$ cat src/rtl/max7219_pkg.sv
// Shared constants for the MAX7219 frame receiver: register map,
// frame width and receiver state encoding.
package max7219_pkg;

    localparam logic [3:0] ADDR_NOOP      = 4'h0;
    localparam logic [3:0] ADDR_DIGIT0    = 4'h1;
    localparam logic [3:0] ADDR_DIGIT1    = 4'h2;
    localparam logic [3:0] ADDR_DIGIT2    = 4'h3;
    localparam logic [3:0] ADDR_DIGIT3    = 4'h4;
    localparam logic [3:0] ADDR_DIGIT4    = 4'h5;
    localparam logic [3:0] ADDR_DIGIT5    = 4'h6;
    localparam logic [3:0] ADDR_DIGIT6    = 4'h7;
    localparam logic [3:0] ADDR_DIGIT7    = 4'h8;
    localparam logic [3:0] ADDR_DECODE    = 4'h9;
    localparam logic [3:0] ADDR_INTENSITY = 4'hA;
    localparam logic [3:0] ADDR_SCANLIM   = 4'hB;
    localparam logic [3:0] ADDR_SHUTDOWN  = 4'hC;
    localparam logic [3:0] ADDR_TEST      = 4'hF;

    localparam logic [4:0] FRAME_BITS = 5'd16;

    typedef enum logic {
        IDLE,
        RECV
    } rx_state_e;

endpackage

$ cat src/rtl/max7219_spi_receiver_sync_edge.sv
// Two-flop synchronizer with registered rise/fall strobes.
// The chain keeps tracking its input during reset so no false edge follows release.
module sync_edge (
    input  logic clk,
    input  logic reset,
    input  logic d_i,
    output logic sync_o,
    output logic rise_o,
    output logic fall_o
);

    logic s1_q;
    logic s2_q;
    logic s3_q;
    logic rise_q;
    logic fall_q;

    always_ff @(posedge clk) begin
        s1_q <= d_i;
        s2_q <= s1_q;
        s3_q <= s2_q;
        if (reset) begin
            rise_q <= 1'b0;
            fall_q <= 1'b0;
        end else begin
            rise_q <= s2_q & ~s3_q;
            fall_q <= ~s2_q & s3_q;
        end
    end

    assign sync_o = s2_q;
    assign rise_o = rise_q;
    assign fall_o = fall_q;

endmodule

$ cat src/rtl/max7219_spi_receiver.sv
// MAX7219 SPI slave: decodes 16-bit frames into the display register file.
// Define MAX7219_DOUT_EN to drive the daisy-chain output dout_o.
module max7219_spi_receiver
    import max7219_pkg::*;
(
    input  logic       clk,
    input  logic       reset,
    input  logic       sclk_i,
    input  logic       mosi_i,
    input  logic       cs_i,
    input  logic [2:0] rd_row_i,
    output logic [7:0] rd_data_o,
    output logic       display_on_o,
    output logic [3:0] intensity_o,
    output logic [2:0] scan_limit_o,
    output logic [7:0] decode_mode_o,
    output logic       display_test_o,
    output logic       frame_valid_o,
    output logic [3:0] frame_addr_o,
    output logic [7:0] frame_data_o,
    output logic       frame_err_o,
    output logic       dout_o
);

    logic sclk_rise;
    logic cs_rise;
    logic cs_fall;
    logic unused_sclk_sync;
    logic unused_sclk_fall;
    logic unused_cs_sync;

    sync_edge u_sclk_sync (
        .clk    (clk),
        .reset  (reset),
        .d_i    (sclk_i),
        .sync_o (unused_sclk_sync),
        .rise_o (sclk_rise),
        .fall_o (unused_sclk_fall)
    );

    sync_edge u_cs_sync (
        .clk    (clk),
        .reset  (reset),
        .d_i    (cs_i),
        .sync_o (unused_cs_sync),
        .rise_o (cs_rise),
        .fall_o (cs_fall)
    );

    // mosi is only sampled on the delayed sclk strobe, so no edge detect
    logic mosi_s1_q;
    logic mosi_s2_q;

    always_ff @(posedge clk) begin
        mosi_s1_q <= mosi_i;
        mosi_s2_q <= mosi_s1_q;
    end

    rx_state_e   state_q;
    logic [4:0]  cnt_q;
    logic [15:0] shift_q;
    logic [7:0]  digit_q [8];
    logic [7:0]  decode_q;
    logic [3:0]  intensity_q;
    logic [2:0]  scan_limit_q;
    logic        display_on_q;
    logic        display_test_q;
    logic        frame_valid_q;
    logic        frame_err_q;
    logic [3:0]  frame_addr_q;
    logic [7:0]  frame_data_q;
    logic [7:0]  rd_data_q;
    logic [7:0]  rd_data_d;
    logic [3:0]  cmt_addr;
    logic [7:0]  cmt_data;
    logic [2:0]  cmt_digit;

    assign cmt_addr  = shift_q[11:8];
    assign cmt_data  = shift_q[7:0];
    assign cmt_digit = shift_q[10:8] - 3'd1;

`ifdef MAX7219_DOUT_EN
    logic dout_q;
`endif

    always_ff @(posedge clk) begin
        if (reset) begin
            state_q        <= IDLE;
            cnt_q          <= '0;
            shift_q        <= '0;
            for (int i = 0; i < 8; i++) digit_q[i] <= '0;
            decode_q       <= '0;
            intensity_q    <= '0;
            scan_limit_q   <= '0;
            display_on_q   <= 1'b0;
            display_test_q <= 1'b0;
            frame_valid_q  <= 1'b0;
            frame_err_q    <= 1'b0;
            frame_addr_q   <= '0;
            frame_data_q   <= '0;
`ifdef MAX7219_DOUT_EN
            dout_q         <= 1'b0;
`endif
        end else begin
            frame_valid_q <= 1'b0;
            frame_err_q   <= 1'b0;
            case (state_q)
                IDLE: begin
                    cnt_q <= '0;
                    if (cs_fall) begin
                        state_q <= RECV;
                        shift_q <= '0;
`ifdef MAX7219_DOUT_EN
                        dout_q  <= 1'b0;
`endif
                    end
                end
                RECV: begin
                    if (cs_rise) begin
                        state_q <= IDLE;
                        if (cnt_q >= FRAME_BITS) begin
                            frame_valid_q <= 1'b1;
                            frame_addr_q  <= cmt_addr;
                            frame_data_q  <= cmt_data;
                            case (cmt_addr)
                                ADDR_NOOP: ;
                                ADDR_DECODE:    decode_q       <= cmt_data;
                                ADDR_INTENSITY: intensity_q    <= cmt_data[3:0];
                                ADDR_SCANLIM:   scan_limit_q   <= cmt_data[2:0];
                                ADDR_SHUTDOWN:  display_on_q   <= cmt_data[0];
                                ADDR_TEST:      display_test_q <= cmt_data[0];
                                default: begin
                                    if (cmt_addr >= ADDR_DIGIT0 &&
                                        cmt_addr <= ADDR_DIGIT7)
                                        digit_q[cmt_digit] <= cmt_data;
                                end
                            endcase
                        end else begin
                            frame_err_q <= 1'b1;
                        end
                    end else if (sclk_rise) begin
                        shift_q <= {shift_q[14:0], mosi_s2_q};
                        if (cnt_q != 5'd31) cnt_q <= cnt_q + 5'd1;
`ifdef MAX7219_DOUT_EN
                        dout_q  <= shift_q[15];
`endif
                    end
                end
                default: state_q <= IDLE;
            endcase
        end
    end

    always_comb begin
        rd_data_d = digit_q[rd_row_i];
        if (display_test_q)
            rd_data_d = 8'hFF;
        else if (!display_on_q)
            rd_data_d = 8'h00;
        else if (rd_row_i > scan_limit_q)
            rd_data_d = 8'h00;
    end

    always_ff @(posedge clk) begin
        if (reset) rd_data_q <= '0;
        else       rd_data_q <= rd_data_d;
    end

`ifdef MAX7219_DOUT_EN
    assign dout_o = dout_q;
`else
    logic unused_msb;
    assign unused_msb = shift_q[15];
    assign dout_o     = 1'b0;
`endif

    assign rd_data_o      = rd_data_q;
    assign display_on_o   = display_on_q;
    assign intensity_o    = intensity_q;
    assign scan_limit_o   = scan_limit_q;
    assign decode_mode_o  = decode_q;
    assign display_test_o = display_test_q;
    assign frame_valid_o  = frame_valid_q;
    assign frame_addr_o   = frame_addr_q;
    assign frame_data_o   = frame_data_q;
    assign frame_err_o    = frame_err_q;

endmodule

$ cat config.mk
export PLATFORM = sky130hd
export DESIGN_NAME = max7219_spi_receiver
export DESIGN_NICKNAME = d
export VERILOG_FILES = /design/src/rtl/max7219_pkg.sv /design/src/rtl/max7219_spi_receiver_sync_edge.sv /design/src/rtl/max7219_spi_receiver.sv
export SDC_FILE = /design/constraint.sdc
export NUM_CORES = 1
export LEC_CHECK = 0
export CAP_MARGIN = 15
export CELL_PAD_IN_SITES_DETAIL_PLACEMENT = 0
export CELL_PAD_IN_SITES_GLOBAL_PLACEMENT = 1
export CORE_MARGIN = 2
export CORE_UTILIZATION = 47
export CTS_CLUSTER_SIZE = 10
export DETAILED_ROUTE_END_ITERATION = 10
export PLACE_DENSITY = 0.82
export SETUP_SLACK_MARGIN = 0.5
export SLEW_MARGIN = 5
export SYNTH_ARGS = -nofsm -noshare
export SYNTH_HDL_FRONTEND = slang
export SYNTH_SLANG_ARGS = --single-unit
$ cat constraint.sdc
create_clock -name clk -period 2.5 [get_ports clk]
set_input_delay 0.5 -clock clk [delete_from_list [all_inputs] [get_ports clk]]
set_output_delay 0.5 -clock clk [all_outputs]
set_load 0.03 [all_outputs]
# == After elaboration in Yosys (flattened, before gate mapping) ==
# Memories as Yosys holds them, arrays and structs flattened.
# Index checks and enable logic that the tools add are counted.
# word_totals
mem_count,1
reg_bits,68
output_inout_bits,40
mem_bits_rw,64
# classes
n_addsub,2
n_mux,28
order_cmp,4
eq_ne,10
bitwise_logic,8
reduce_logical,13
# memory_table
name,depth,width,read_ports,rd_clocked_by_memory_dff,write_ports,line,source
digit_q,8,8,1,0,8,max7219_spi_receiver.sv:62,logic [7:0] digit_q [8];
# op_table
operator,n
12-bit 2-to-1 mux,3
8-bit 2-to-1 mux,4
12-bit case mux with 2 select lines,1
4-bit equality test (second input constant),5
4-bit AND reduction,5
5-bit 2-to-1 mux,3
1-bit 2-to-1 mux,14
5-bit case mux with 2 select lines,1
3-bit AND reduction,3
8-bit OR reduction,1
2-bit by 1-bit inequality test with 1-bit output (second input constant),3
6-bit OR reduction,1
5-bit by 1-bit adder with 5-bit output (second input constant),1
5-bit greater-or-equal comparator (second input constant),1
5-bit inequality test (second input constant),1
1-bit inverter,5
4-bit by 1-bit greater-or-equal comparator with 1-bit output (second input constant),1
4-bit <= comparator (second input constant),1
4-bit logical NOT,1
1-bit AND,3
3-bit greater-than comparator,1
3-bit 2-to-1 mux,1
3-bit OR reduction,1
3-bit by 1-bit subtractor with 3-bit output (second input constant),1
3 further kinds,3

# == Logic depth before layout (Yosys ltp) ==
# Gate-level depths: netlist (run 1).
# logic_depth
word_depth,11
ltp_mapped,8
depth_no_buf,7

# == Cells and area by module ==
# A second synthesis (run 1) with hierarchy kept.
# unflattened
hier_cells,470
area_unflattened_um2,5743.0
# modules_own_cells
mod,area_each_um2,cells_per_inst,instances
max7219_spi_receiver,5512.8,456,1
sync_edge,115.1,7,2

# == Worst setup path after synthesis (run 1) ==
# Ideal clock, no wire load.
# synth_path
kind,reg2reg
from,register shift_q[8]
to,memory digit_q[0][0] (enable)
synth_period_minus_slack_ns,2.293
setup_slack_ns,0.207
t_required_ns,2.125
t_arrival_ns,1.918
stages_incl_launch_ff,7
path_cell_list,dfxtp_1 -> inv_1 -> ha_1 -> nor4_1 -> a2bb2oi_2 -> buf_4 -> o21bai_1
# synth_rtl
element,line,source
from (decl),max7219_spi_receiver.sv:61,logic [15:0] shift_q;
from (signal assigned),max7219_spi_receiver.sv:142,"shift_q <= {shift_q[14:0], mosi_s2_q};"
to (decl),max7219_spi_receiver.sv:62,

# == Worst setup path in the final report (run 1) ==
# layout_path
from,"register frame_addr_q[0], in the netlist frame_addr_o[0]"
to,output port frame_addr_o[0]
# layout_rtl
element,line,source
from (decl),max7219_spi_receiver.sv:70,logic [3:0] frame_addr_q;
from (signal assigned),max7219_spi_receiver.sv:123,frame_addr_q <= cmt_addr;
to (decl),max7219_spi_receiver.sv:19,"output logic [3:0] frame_addr_o,"
# No word-level cell between the ends.

==> results of run 1 <==
==> registers in the layout (all words and copies together), names as in the netlist, 3 cells and up <==
register       count
digit_q           64
scan_limit_o       3
frame_data_o       8
cnt_q              5
rd_data_o          8
shift_q           12
intensity_o        4
frame_addr_o       4
decode_mode_o      8
==> how the worst max path moves through the flow <==
stage	startpoint	slack [ns]	end
after floorplan	shift_q[8]	0.51	digit_q[5][0]
after global routing	shift_q[9]	0.47	digit_q[4][7]
after global placement	rd_row_i[0]	0.30	rd_data_o[5]
after detailed placement	shift_q[8]	0.30	digit_q[2][3]
final	frame_addr_o[0]	0.56	frame_addr_o[0]
after CTS	display_on_o	0.51	display_on_o
==> cells in the final DEF (no fill, tap or decap), types with 3 or more instances in the layout <==
cell,count
mux2i_1,26
nor3b_2,8
a21oi_1,27
nand2b_1,4
nor2b_1,3
nand3_2,3
nor2_1,25
edfxtp_1,64
buf_12,3
inv_1,10
clkbuf_8,5
mux4_1,16
ha_1,9
nand3_1,16
o21ai_0,8
buf_4,13
clkbuf_1,6
nor3b_1,60
nand2_1,39
dfxtp_1,66
clkdlybuf4s50_1,40
o21bai_4,8
nand4_1,3
clkbuf_16,18
dlymetal6s2s_1,3
==> metrics by stage <==
step	instance area (um2)	worst slack [ns]	power, mW	hold slack [ns]
2_1_floorplan	5834	0.5113	2.509	0.3096
6_report	7061	0.5641	4.820	0.3263
3_3_place_gp	6422	0.2986	2.559	0.3146
5_1_grt	7061	0.4714	4.973	0.3342
3_5_place_dp	6422	0.3003	2.564	0.3153
4_1_cts	7030	0.5057	4.857	0.3281
==> logic make-up after synthesis <==
group	Yosys count
XOR/XNOR	5
flip-flops	132
other	1
AND/OR/NAND/NOR	173
buffers and inverters	48
multiplexers	42
AO/OA/AOI/OAI	48
adder cells (fa/ha/maj)	11
==> power by group through the flow <==
| stage | sequential, mW | combinational (mW) | clock, mW |
|---|---|---|---|
| finish | 2.35 | 0.165 | 2.30 |
| global route | 2.36 | 0.180 | 2.44 |
| CTS | 2.35 | 0.167 | 2.34 |
| detailed placement | 2.40 | 0.166 | 0 |
| global placement | 2.40 | 0.164 | 0 |
| floorplan | 2.38 | 0.130 | 0 |
==> routing by layer <==
layer | global-route usage | part of all wire | vias to the layer above
li1 | - | - | 1760
met1 | 0.2792 | 0.43 | 1783
met2 | 0.3294 | 0.48 | 132
met3 | 0.05664 | 0.064 | 14
met4 | 0.08618 | 0.018 | 0
met5 | 0 | 0 | -
==> layout make-up <==
| type | count | area (um2) | share of cell area |
|---|---|---|---|
| Tap cell | 147 | 183.9 | 0.02605 |
| Clock inverter | 3 | 16.27 | 0.002304 |
| Clock buffer | 29 | 541.8 | 0.07673 |
| Multi-Input combinational cell | 280 | 2333 | 0.3305 |
| Timing Repair Buffer | 63 | 650.6 | 0.09215 |
| Inverter | 11 | 43.79 | 0.006202 |
| Sequential cell | 132 | 3291 | 0.4661 |
==> what timing repair did <==
action                     4_1_cts  5_1_grt
gates resized for setup          9        7
cloned                           1        0
buffers inserted                 0        1
setup endpoints to repair      118       91
pin swaps                        2        5
==> results by group, run 1 <==
Run status
  – Status: finished, final reports clean

Floorplan
  – Site Rows: 40
  – Area of the die: ~13,000 um2
  – Die W: around 110 um
  – Die height: around 110 um
  – Core Footprint: 11,960 um2
  – Number of placed I/O pins: 48
  – Initial Utilization: 0.4790

Critical path
  – WS Path Type: flip-flop to output pin
  – Cells along the critical path: clkdlybuf4s50_1
  – Critical-path top delay cell: clkdlybuf4s50_1
  – Critical path buffers and inverters: 1
  – CP delay by family, top: buffers and inverters
  – R2R depth: 7
  – CP required: 2.00 ns
  – R2r setup slk: approximately 0.57 ns
  – Crit path depth: 1
  – Worst R2R Start: shift_q[9]
  – Worst setup EP type: output pin
  – CP startpoint kind: flip-flop
  – Crit Path Max Fanout: 2
  – Max incr delay on CP: around 0.68 ns
  – Crit Reg-Reg Endpoint: digit_q[6][2]
  – WP data arrival: roughly 1.4 ns

Power and ir drop
  – Worst VDD drop: ~0.48 mV
  – Switching power: approximately 0.95 mW
  – Pwr dens: 682.7 nW/um2
  – Static Leak: around 2.5 nW
  – Internal Power: around 3.9 mW
  – Switching portion of total power: 0.1980
  – Combinational Power Share: 0.034
  – Sequential fraction of design power: 0.488
  – Clk pwr share: 0.477

Hold path
  – Worst min-delay path startpoint: mosi_s1_q
  – Hold EP: mosi_s2_q
  – Hold depth: 0
  – Min-Delay Path Class: flip-flop to flip-flop

Global routing
  – Largest net degree at the start of global routing: 57
  – GRT Overall Usage: 0.2106
  – Antenna violations before repair: 0
  – Vias in the first global route: about 3,700
  – Grt ovf: 0
  – First-pass GRT wire length: 20,160 um

STA
  – Max Fclk: about 520 MHz
  – Final Setup Violations: 0
  – Final hold violation count: 0
  – Crit path time final: slightly below 2 ns
  – Slew HR: 0.5340
  – Clk_skew: between 0.008 and 0.009 ns
  – Tcrit/Tclk final: 0.7744
  – Worst-Margin Slew: approximately 0.7 ns
  – RSZ-0062 raised after global routing: yes
  – Slew Viols, Final: 0
  – Setup_tns: 0 ns

Detailed routing
  – Drt initial violations: between 200 and 300
  – Final wirelength: approximately 13,000 um
  – Vias per cell: approximately 5.5
  – DRC violations left: 0
  – Via count: around 3,700
  – Final ANT Viol Nets: 0
  – First-pass DRT Iterations: 4
  – WL per Instance: about 19 um

Yosys
  – Syn_nets: ~480
  – Synth Area in Simple Gates: 0.1832
  – Mapped cell area: between 5000 and 6000 um2
  – Largest family of logic cells by synthesized area: simple AND/OR/NAND/NOR gates
  – Post-synthesis compound-gate area fraction: 0.04761
  – Mean post-synth cell area: between 10 and 15 um2
  – Post-synthesis mux area share: 0.1188
  – EDFF count, synth: 64
  – Area fraction of the dominant cell type after synthesis: 0.3354
  – Ranking of synthesized cells by area: edfxtp_1, dfxtp_1, nor3b_1
  – Synth Area in Adders: 0.02402
  – Xor and xnor area share after synthesis: 0.008954
  – Distinct cells, synth: 39
  – Flops & latches, synth: approximately 130
  – Ys async rst share: 0
  – Synthesized instance count: between 400 and 500
  – Top_reg_cell synth: dfxtp_1
  – Sequential share of the synthesized area: 0.5731
  – Synth area leader: edfxtp_1
  – Top-count cell post-synth: dfxtp_1
  – Post-synth top cells: dfxtp_1, edfxtp_1, nor3b_1, nand2_1, a21oi_1
  – Synth warn: 0

Layout
  – Non-Filler Instances: ~670
  – Final core occ: 0.5903
  – Area growth syn-to-layout: 23.24%
  – N_diodes: 0
  – Nets: around 520
  – Fillcell total: around 960
  – Share of cells above drive strength 1: 0.1506

Clocking
  – CTS tree: yes
  – Hold_buf cts: 0
  – Clock root buffer master: clkbuf_16
  – Clk buf depth: 2
  – Clk Latency, worst-skew pair: about 0.4 ns
  – Clock Sinks: ~130
  – Num CTS Buffers: 17
  – CTS clock-pin slew for the worst setup and hold paths: roughly 0.050 ns
  – H-tree depth: 4

Flow run
  – Number of max-cap violations: 0

Place
  – Dpl hpwl: around 8400 um
  – Routability cong.: ~0.84
  – Buffers on Ports: 46
  – Placed instance count: 631
(Power assumes the default switching activity.)
==> run 2, diff against run 1 <==
==> constraint.sdc (replaced) <==
create_clock -name clk -period 1.8 [get_ports clk]
set_input_delay 0.36 -clock clk [delete_from_list [all_inputs] [get_ports clk]]
set_output_delay 0.36 -clock clk [all_outputs]
set_load 0.03 [all_outputs]
==> run 2 against run 1 <==
Effect of this change: clock skew is 0.0039 ns lower; core utilization up 7.8 points; routed wire length is 17% higher; clock power is 52% higher; sequential cell count is the same; global-route usage increased by 2.5 points; the run now ends with setup timing left; cell count grew 7.7%; critical path type is now flip-flop to flip-flop; largest cell class unchanged.
==> results by group, run 2 (synthesis results as in run 1) <==
Run status
  – Status: complete, but fails checks
  – Failing checks: setup timing

Layout
  – Fillcell total: 811 (-16%)
  – Largest register by flop count: digit_q
  – Share of cells above drive strength 1: 0.4236 (+0.2730)
  – Area growth syn-to-layout: 39.46%
  – Max reg flops: 64 (unchanged)
  – Most frequent cells in the layout: edfxtp_1, nor3b_1, buf_4
  – Nets: 575 (+9.7%)
  – Commonest non-fill, non-tap cell in the layout: edfxtp_1
  – Top Registers: digit_q: 64 flops, shift_q: 12 flops
  – N_diodes: 0 (unchanged)

Critical path
  – WS Path Type: flip-flop to flip-flop
  – CP required: 1.99 ns (about the same)
  – Worst setup path endpoint: digit_q[4][5]
  – Crit path launch: shift_q[9]
  – R2R depth: 8 (+1)
  – CP startpoint kind: flip-flop
  – Crit Path Max Fanout: 7 (+5)
  – R2r setup slk: -0.1 ns (-0.67 ns)
  – Worst R2R Start: shift_q[9]
  – Crit Reg-Reg Endpoint: digit_q[4][5]
  – Worst setup EP type: flip-flop
  – WP data arrival: 2.08 ns (+0.64 ns)

STA
  – RSZ-0062 raised after global routing: yes
  – Max Fclk: roughly 530 MHz
  – Final hold violation count: 0 (unchanged)
  – Slew HR: 0.5503 (+0.01627)
  – Setup_tns: -7.003 ns (-7.003 ns)
  – Hold slack final: 0.3269 ns (+0.0005850 ns)
  – Clk_skew: 0.004969 ns (-0.003922 ns)
  – Final Setup Violations: 122 (+122)
  – Slew Viols, Final: 0 (unchanged)
  – Setup WS post-layout: -0.09684 ns (-0.6609 ns)
  – Crit path time final: ~1.9 ns
  – Tcrit/Tclk final: 1.054
  – Worst-Margin Slew: 0.6737 ns (-0.02438 ns)

Power and ir drop
  – Static Leak: 2.915 nW (+15%)
  – Pwr dens: 882.8 nW/um2 (+29%)
  – Worst VDD drop: 0.5310 mV (+10%)

Place
  – Buffers on Ports: 46 (unchanged)
  – Pre-CTS setup slack: -0.2290 ns (-0.5293 ns)
  – Dpl hpwl: 8816 um (+5.5%)
  – Routability cong.: 0.8081 (-3.5%)

Clocking
  – CTS clock-pin slew for the worst setup and hold paths: 0.06 ns (about the same)
  – CTS tree: yes
  – Clock root buffer master: clkbuf_16
  – Clk Latency, worst-skew pair: 0.42 ns (about the same)
  – Clock Sinks: 132 (unchanged)
  – Hold_buf cts: 0 (unchanged)
  – H-tree depth: 4 (unchanged)
  – Clk buf depth: 2 (unchanged)
  – Num CTS Buffers: 17 (unchanged)

Floorplan
  – Number of placed I/O pins: 48 (unchanged)
  – Site Rows: 40 (unchanged)
  – Initial Utilization: 0.4790 (unchanged)
  – Die W: 114.4 um (unchanged)
  – Die height: 114.4 um (unchanged)
  – Area of the die: 13,090 um2 (unchanged)
  – Core Footprint: 11,960 um2 (unchanged)

Flow run
  – Number of max-cap violations: 0 (unchanged)

Global routing
  – GRT Overall Usage: 0.2357 (+0.02509)
  – Antenna violations before repair: 0 (unchanged)
  – First-pass GRT wire length: 22,660 um (+12%)
  – Vias in the first global route: 4,076 (+11%)
  – Grt ovf: 0 (unchanged)
  – Largest net degree at the start of global routing: 57 (unchanged)

Detailed routing
  – DRC violations left: 0 (unchanged)
  – Via count: 4,076 (+10%)
  – WL per Instance: 20.72 um (+8.4%)
  – First-pass DRT Iterations: 5 (+1)
  – Vias per cell: 5.693 (+2.6%)
  – Drt initial violations: 266 (+3.1%)
  – Final ANT Viol Nets: 0 (unchanged)
  – Final wirelength: 14,840 um (+17%)

Hold path
  – Min-Delay Path Class: flip-flop to flip-flop
-- run 2: how the worst min path moves through the flow --
stage | depth (start not counted) | start | slack, ns | endpoint
global route | 0 | mosi_s1_q | 0.34 | mosi_s2_q
detailed placement | 0 | u_cs_sync.s1_q | 0.31 | u_cs_sync.sync_o
CTS | 0 | mosi_s1_q | 0.33 | mosi_s2_q
finish | 0 | mosi_s1_q | 0.33 | mosi_s2_q
floorplan | 0 | mosi_s1_q | 0.31 | mosi_s2_q
global placement | 0 | u_sclk_sync.s1_q | 0.31 | u_sclk_sync.sync_o
-- run 2: worst max-delay path: stages (launching register included) --
cell and delay [ns]:
dfxtp_4 0.39, inv_4 0.06, ha_4 0.17, nand2b_4 0.15, a21oi_4 0.14, a2bb2oi_4 0.33
buf_12 0.19, o21bai_4 0.07, buf_12 0.14
-- run 2: cell type report --
type                    instances  area (um2)  share of cell area
repair buffers                114        1221              0.1528
flip-flops and latches        132        3316              0.4150
well taps                     147       183.9             0.02302
clock buffers                  23       509.2             0.06373
inverters                      11       51.30            0.006420
clock inverters                 9       97.59             0.01221
multi-input cells             280        2611              0.3268
-- run 2: what timing repair did --
action	CTS	global route
setup buffers	13	8
endpoints found under the setup margin	210	200
pin swaps	7	10
gates resized for setup	275	77
endpoints found under the hold margin	0	0
gates cloned	5	3
-- run 2: per-layer routing --
metal  global-route usage  routed length [um]  vias to the layer above
met5                    0                   0                        -
met2               0.4000                7613                      144
met1               0.2930                5991                     2033
li1                     -                   -                     1858
met3              0.04659                 737                       41
met4               0.1033                 495                        0
-- run 2: where the power goes --
part	leakage, nW	switching, mW	internal [mW]
Combinational	1.45	0.143	0.152
Clock	0.297	1.24	2.25
Sequential	1.17	0.0423	3.23
-- run 2: stage by stage --
stage	total power [mW]	cell area [um2]	cells	util
5_1_grt	7.237	7990	716	0.6680
3_5_place_dp	3.574	6720	655	0.5618
6_report	7.054	7990	716	0.6680
4_1_cts	7.052	7649	705	0.6394
3_3_place_gp	3.564	6720	655	0.5618
2_1_floorplan	3.495	5962	460	-
==> run 3, diff against run 2 <==
--- a/config.mk
+++ b/config.mk
@@ -18,3 +18,4 @@
 export SYNTH_ARGS = -nofsm -noshare
 export SYNTH_HDL_FRONTEND = slang
 export SYNTH_SLANG_ARGS = --single-unit
+export TNS_END_PERCENT = 30
==> constraint.sdc (replaced) <==
create_clock -name clk -period 2.1 [get_ports clk]
set_input_delay 0.42 -clock clk [delete_from_list [all_inputs] [get_ports clk]]
set_output_delay 0.42 -clock clk [all_outputs]
set_load 0.03 [all_outputs]
==> run 3 against run 2 <==
Effect of this change: the flow now finishes without violations; clock skew increased by 0.0013 ns; fmax decreased by 1.5%; total power decreased by 20%; core utilization decreased by 4.6 points; critical path type unchanged; critical endpoint is now digit_q[1][6]; largest power group is now registers; highest routed layer unchanged.
==> results by group, run 3 (synthesis results as in run 1) <==
Run status
  – Status: finished, final reports clean

Layout
  – N_diodes: 0 (unchanged)
  – Non-Filler Instances: 690 (-3.6%)
  – Commonest non-fill, non-tap cell in the layout: dfxtp_1
  – Share of cells above drive strength 1: 0.2173 (-0.2062)
  – Top Registers: digit_q: 64 flops, shift_q: 12 flops
  – Max reg flops: 64 (unchanged)
  – Area growth syn-to-layout: 29.79%
  – Fillcell total: 917 (+13%)
  – Post-route design area: 7436 um2 (-6.9%)
  – Most frequent cells in the layout: dfxtp_1, edfxtp_1, nor3b_1
  – Largest register by flop count: digit_q
  – Nets: 549 (-4.5%)

Power and ir drop
  – Combinational Power Share: 0.037 (-0.005)
  – Pwr dens: 755.2 nW/um2 (-14%)
  – Internal Power: 4.461 mW (-21%)
  – Switching power: 1.155 mW (-19%)
  – Sequential fraction of design power: 0.498 (+0.035)
  – Clk pwr share: 0.465 (-0.030)
  – Pwr Total: 5.616 mW (-20%)
  – Switching portion of total power: 0.2056 (+0.003352)
  – Worst VDD drop: 0.6069 mV (+14%)
  – Static Leak: 2.638 nW (-9.5%)

STA
  – Hold slack final: 0.3284 ns (+0.001507 ns)
  – Max Fclk: 519.1 MHz (-1.5%)
  – Clk_skew: 0.006307 ns (+0.001338 ns)
  – RSZ-0062 raised after global routing: yes
  – Final hold violation count: 0 (unchanged)
  – Crit path time final: 1.926 ns (+0.02963 ns)
  – Worst-Margin Slew: 0.7641 ns (+0.09038 ns)
  – Tcrit/Tclk final: 0.9174 (-0.1364)
  – Slew HR: 0.4899 (-0.06034)
  – Final Setup Violations: 0 (-100%)
  – Slew Viols, Final: 0 (unchanged)

Clocking
  – Hold_buf cts: 0 (unchanged)
  – Clock root buffer master: clkbuf_16
  – Clock Sinks: 132 (unchanged)
  – Clk Latency, worst-skew pair: 0.42 ns (about the same)
  – Clk buf depth: 2 (unchanged)
  – H-tree depth: 4 (unchanged)
  – Num CTS Buffers: 17 (unchanged)
  – CTS clock-pin slew for the worst setup and hold paths: 0.06 ns (about the same)
  – CTS tree: yes

Critical path
  – Critical-path top delay cell: dfxtp_4
  – Crit Reg-Reg Endpoint: digit_q[1][6]
  – Cells along the critical path: inv_6, ha_4, nor4_4, a2bb2oi_4, buf_12, buf_6, o21bai_4
  – R2r setup slk: 0.17 ns (+0.27 ns)
  – Crit path launch: shift_q[9]
  – Crit Path Max Fanout: 8 (+1)
  – CP required: 2.19 ns (+0.20 ns)
  – Worst setup path endpoint: digit_q[1][6]
  – Worst setup EP type: flip-flop
  – Worst R2R Start: shift_q[9]
  – Max incr delay on CP: 0.39 ns (about the same)
  – CP startpoint kind: flip-flop
  – WS Path Type: flip-flop to flip-flop
  – R2R depth: 7 (-1)
  – WP data arrival: 2.02 ns (-0.06 ns)

Place
  – Placed instance count: 639 (-2.4%)
  – Post-DP Area: 6575 um2 (-2.2%)
  – Dpl hpwl: 8449 um (-4.2%)
  – Routability cong.: 0.8773 (+8.6%)
  – Buffers on Ports: 46 (unchanged)

Floorplan
  – Initial Utilization: 0.4790 (unchanged)
  – Site Rows: 40 (unchanged)
  – Die W: 114.4 um (unchanged)
  – Number of placed I/O pins: 48 (unchanged)
  – Die height: 114.4 um (unchanged)
  – Core Footprint: 11,960 um2 (unchanged)
  – Area of the die: 13,090 um2 (unchanged)

Global routing
  – Largest net degree at the start of global routing: 57 (unchanged)
  – Vias in the first global route: 3,816 (-6.4%)
  – GRT Overall Usage: 0.2181 (-0.01758)
  – Antenna violations before repair: 0 (unchanged)
  – Grt ovf: 0 (unchanged)
  – First-pass GRT wire length: 21,020 um (-7.2%)

Detailed routing
  – DRC violations left: 0 (unchanged)
  – Drt initial violations: 294 (+11%)
  – Final ANT Viol Nets: 0 (unchanged)
  – Vias per cell: 5.559 (-2.3%)
  – First-pass DRT Iterations: 4 (-1)
  – Final wirelength: 13,300 um (-10%)
  – Via count: 3,836 (-5.9%)
  – WL per Instance: 19.28 um (-7.0%)

Hold path
  – Min-Delay Path Class: flip-flop to flip-flop

Flow run
  – Number of max-cap violations: 0 (unchanged)
==> run 3: cell count changes in the layout (fill, tap and decap cells not counted), moves of 5 or more <==
cell / change
clkbuf_1: +5
buf_2: -5
o21ai_0: +8
a21oi_1: +5
buf_6: -27
dfxtp_2: -14
buf_4: -23
clkdlybuf4s50_1: +40
dfxtp_1: +16
mux4_2: -11
mux4_1: +11
o21ai_2: -5
==> run 3: routing by layer <==
metal	vias to the layer above	GRT usage	part of all wire
li1	1811	-	-
met1	1913	0.2808	0.44
met2	99	0.3590	0.50
met3	13	0.05876	0.048
met4	0	0.07154	0.012
met5	-	0	0
==> run 3: worst max-delay path, delay by kind of cell, from the launching register on <==
family	cells	cell delay, ns
buf+inv	3	0.34
compound gates	2	0.38
flops	1	0.39
simple gates	1	0.32
fa+ha+maj	1	0.17
==> run 3: power groups by stage <==
stage          sequential, mW  clock [mW]  combinational (mW)
4_1_cts                  2.80        2.64               0.210
5_1_grt                  2.80        2.77               0.223
3_5_place_dp             2.85           0               0.201
3_3_place_gp             2.85           0               0.195
2_1_floorplan            2.83           0               0.155
6_report                 2.80        2.61               0.207
==> run 3: repair_timing <==
action,4_1_cts,5_1_grt
gates resized for setup,20,12
setup endpoints to repair,180,193
cloned,3,0
setup buffers,14,2
pin swaps,8,9
hold endpoints to repair,0,0
==> run 3: how the worst min path moves through the flow <==
stage                      from                 end  slack (ns)  cells after the start
2_1_floorplan         mosi_s1_q           mosi_s2_q        0.31                      0
3_3_place_gp          mosi_s1_q           mosi_s2_q        0.31                      0
3_5_place_dp   u_sclk_sync.s1_q  u_sclk_sync.sync_o        0.32                      0
4_1_cts        u_sclk_sync.s1_q  u_sclk_sync.sync_o        0.33                      0
5_1_grt               mosi_s1_q           mosi_s2_q        0.33                      0
6_report              mosi_s1_q           mosi_s2_q        0.33                      0
==> run 3: cell type report <==
cell class / count / area (um2) / area share
sequential: 132 / 3291 / 0.4425
multi-input combinational: 280 / 2451 / 0.3296
timing repair buffer: 88 / 932.1 / 0.1254
clock buffer: 26 / 489.2 / 0.06579
tap: 147 / 183.9 / 0.02473
inverter: 11 / 58.81 / 0.007908
clock inverter: 6 / 30.03 / 0.004038
==> run 3: metrics by stage <==
| step | worst slack, ns | setup TNS (ns) | util |
|---|---|---|---|
| detailed placement | -0.05556 | -0.3507 | 0.5497 |
| CTS | 0.1538 | 0 | 0.6163 |
| global placement | -0.01431 | -0.07566 | 0.5497 |
| global route | 0.1140 | 0 | 0.6217 |
| floorplan | 0.3631 | 0 | - |
| finish | 0.1735 | 0 | 0.6217 |
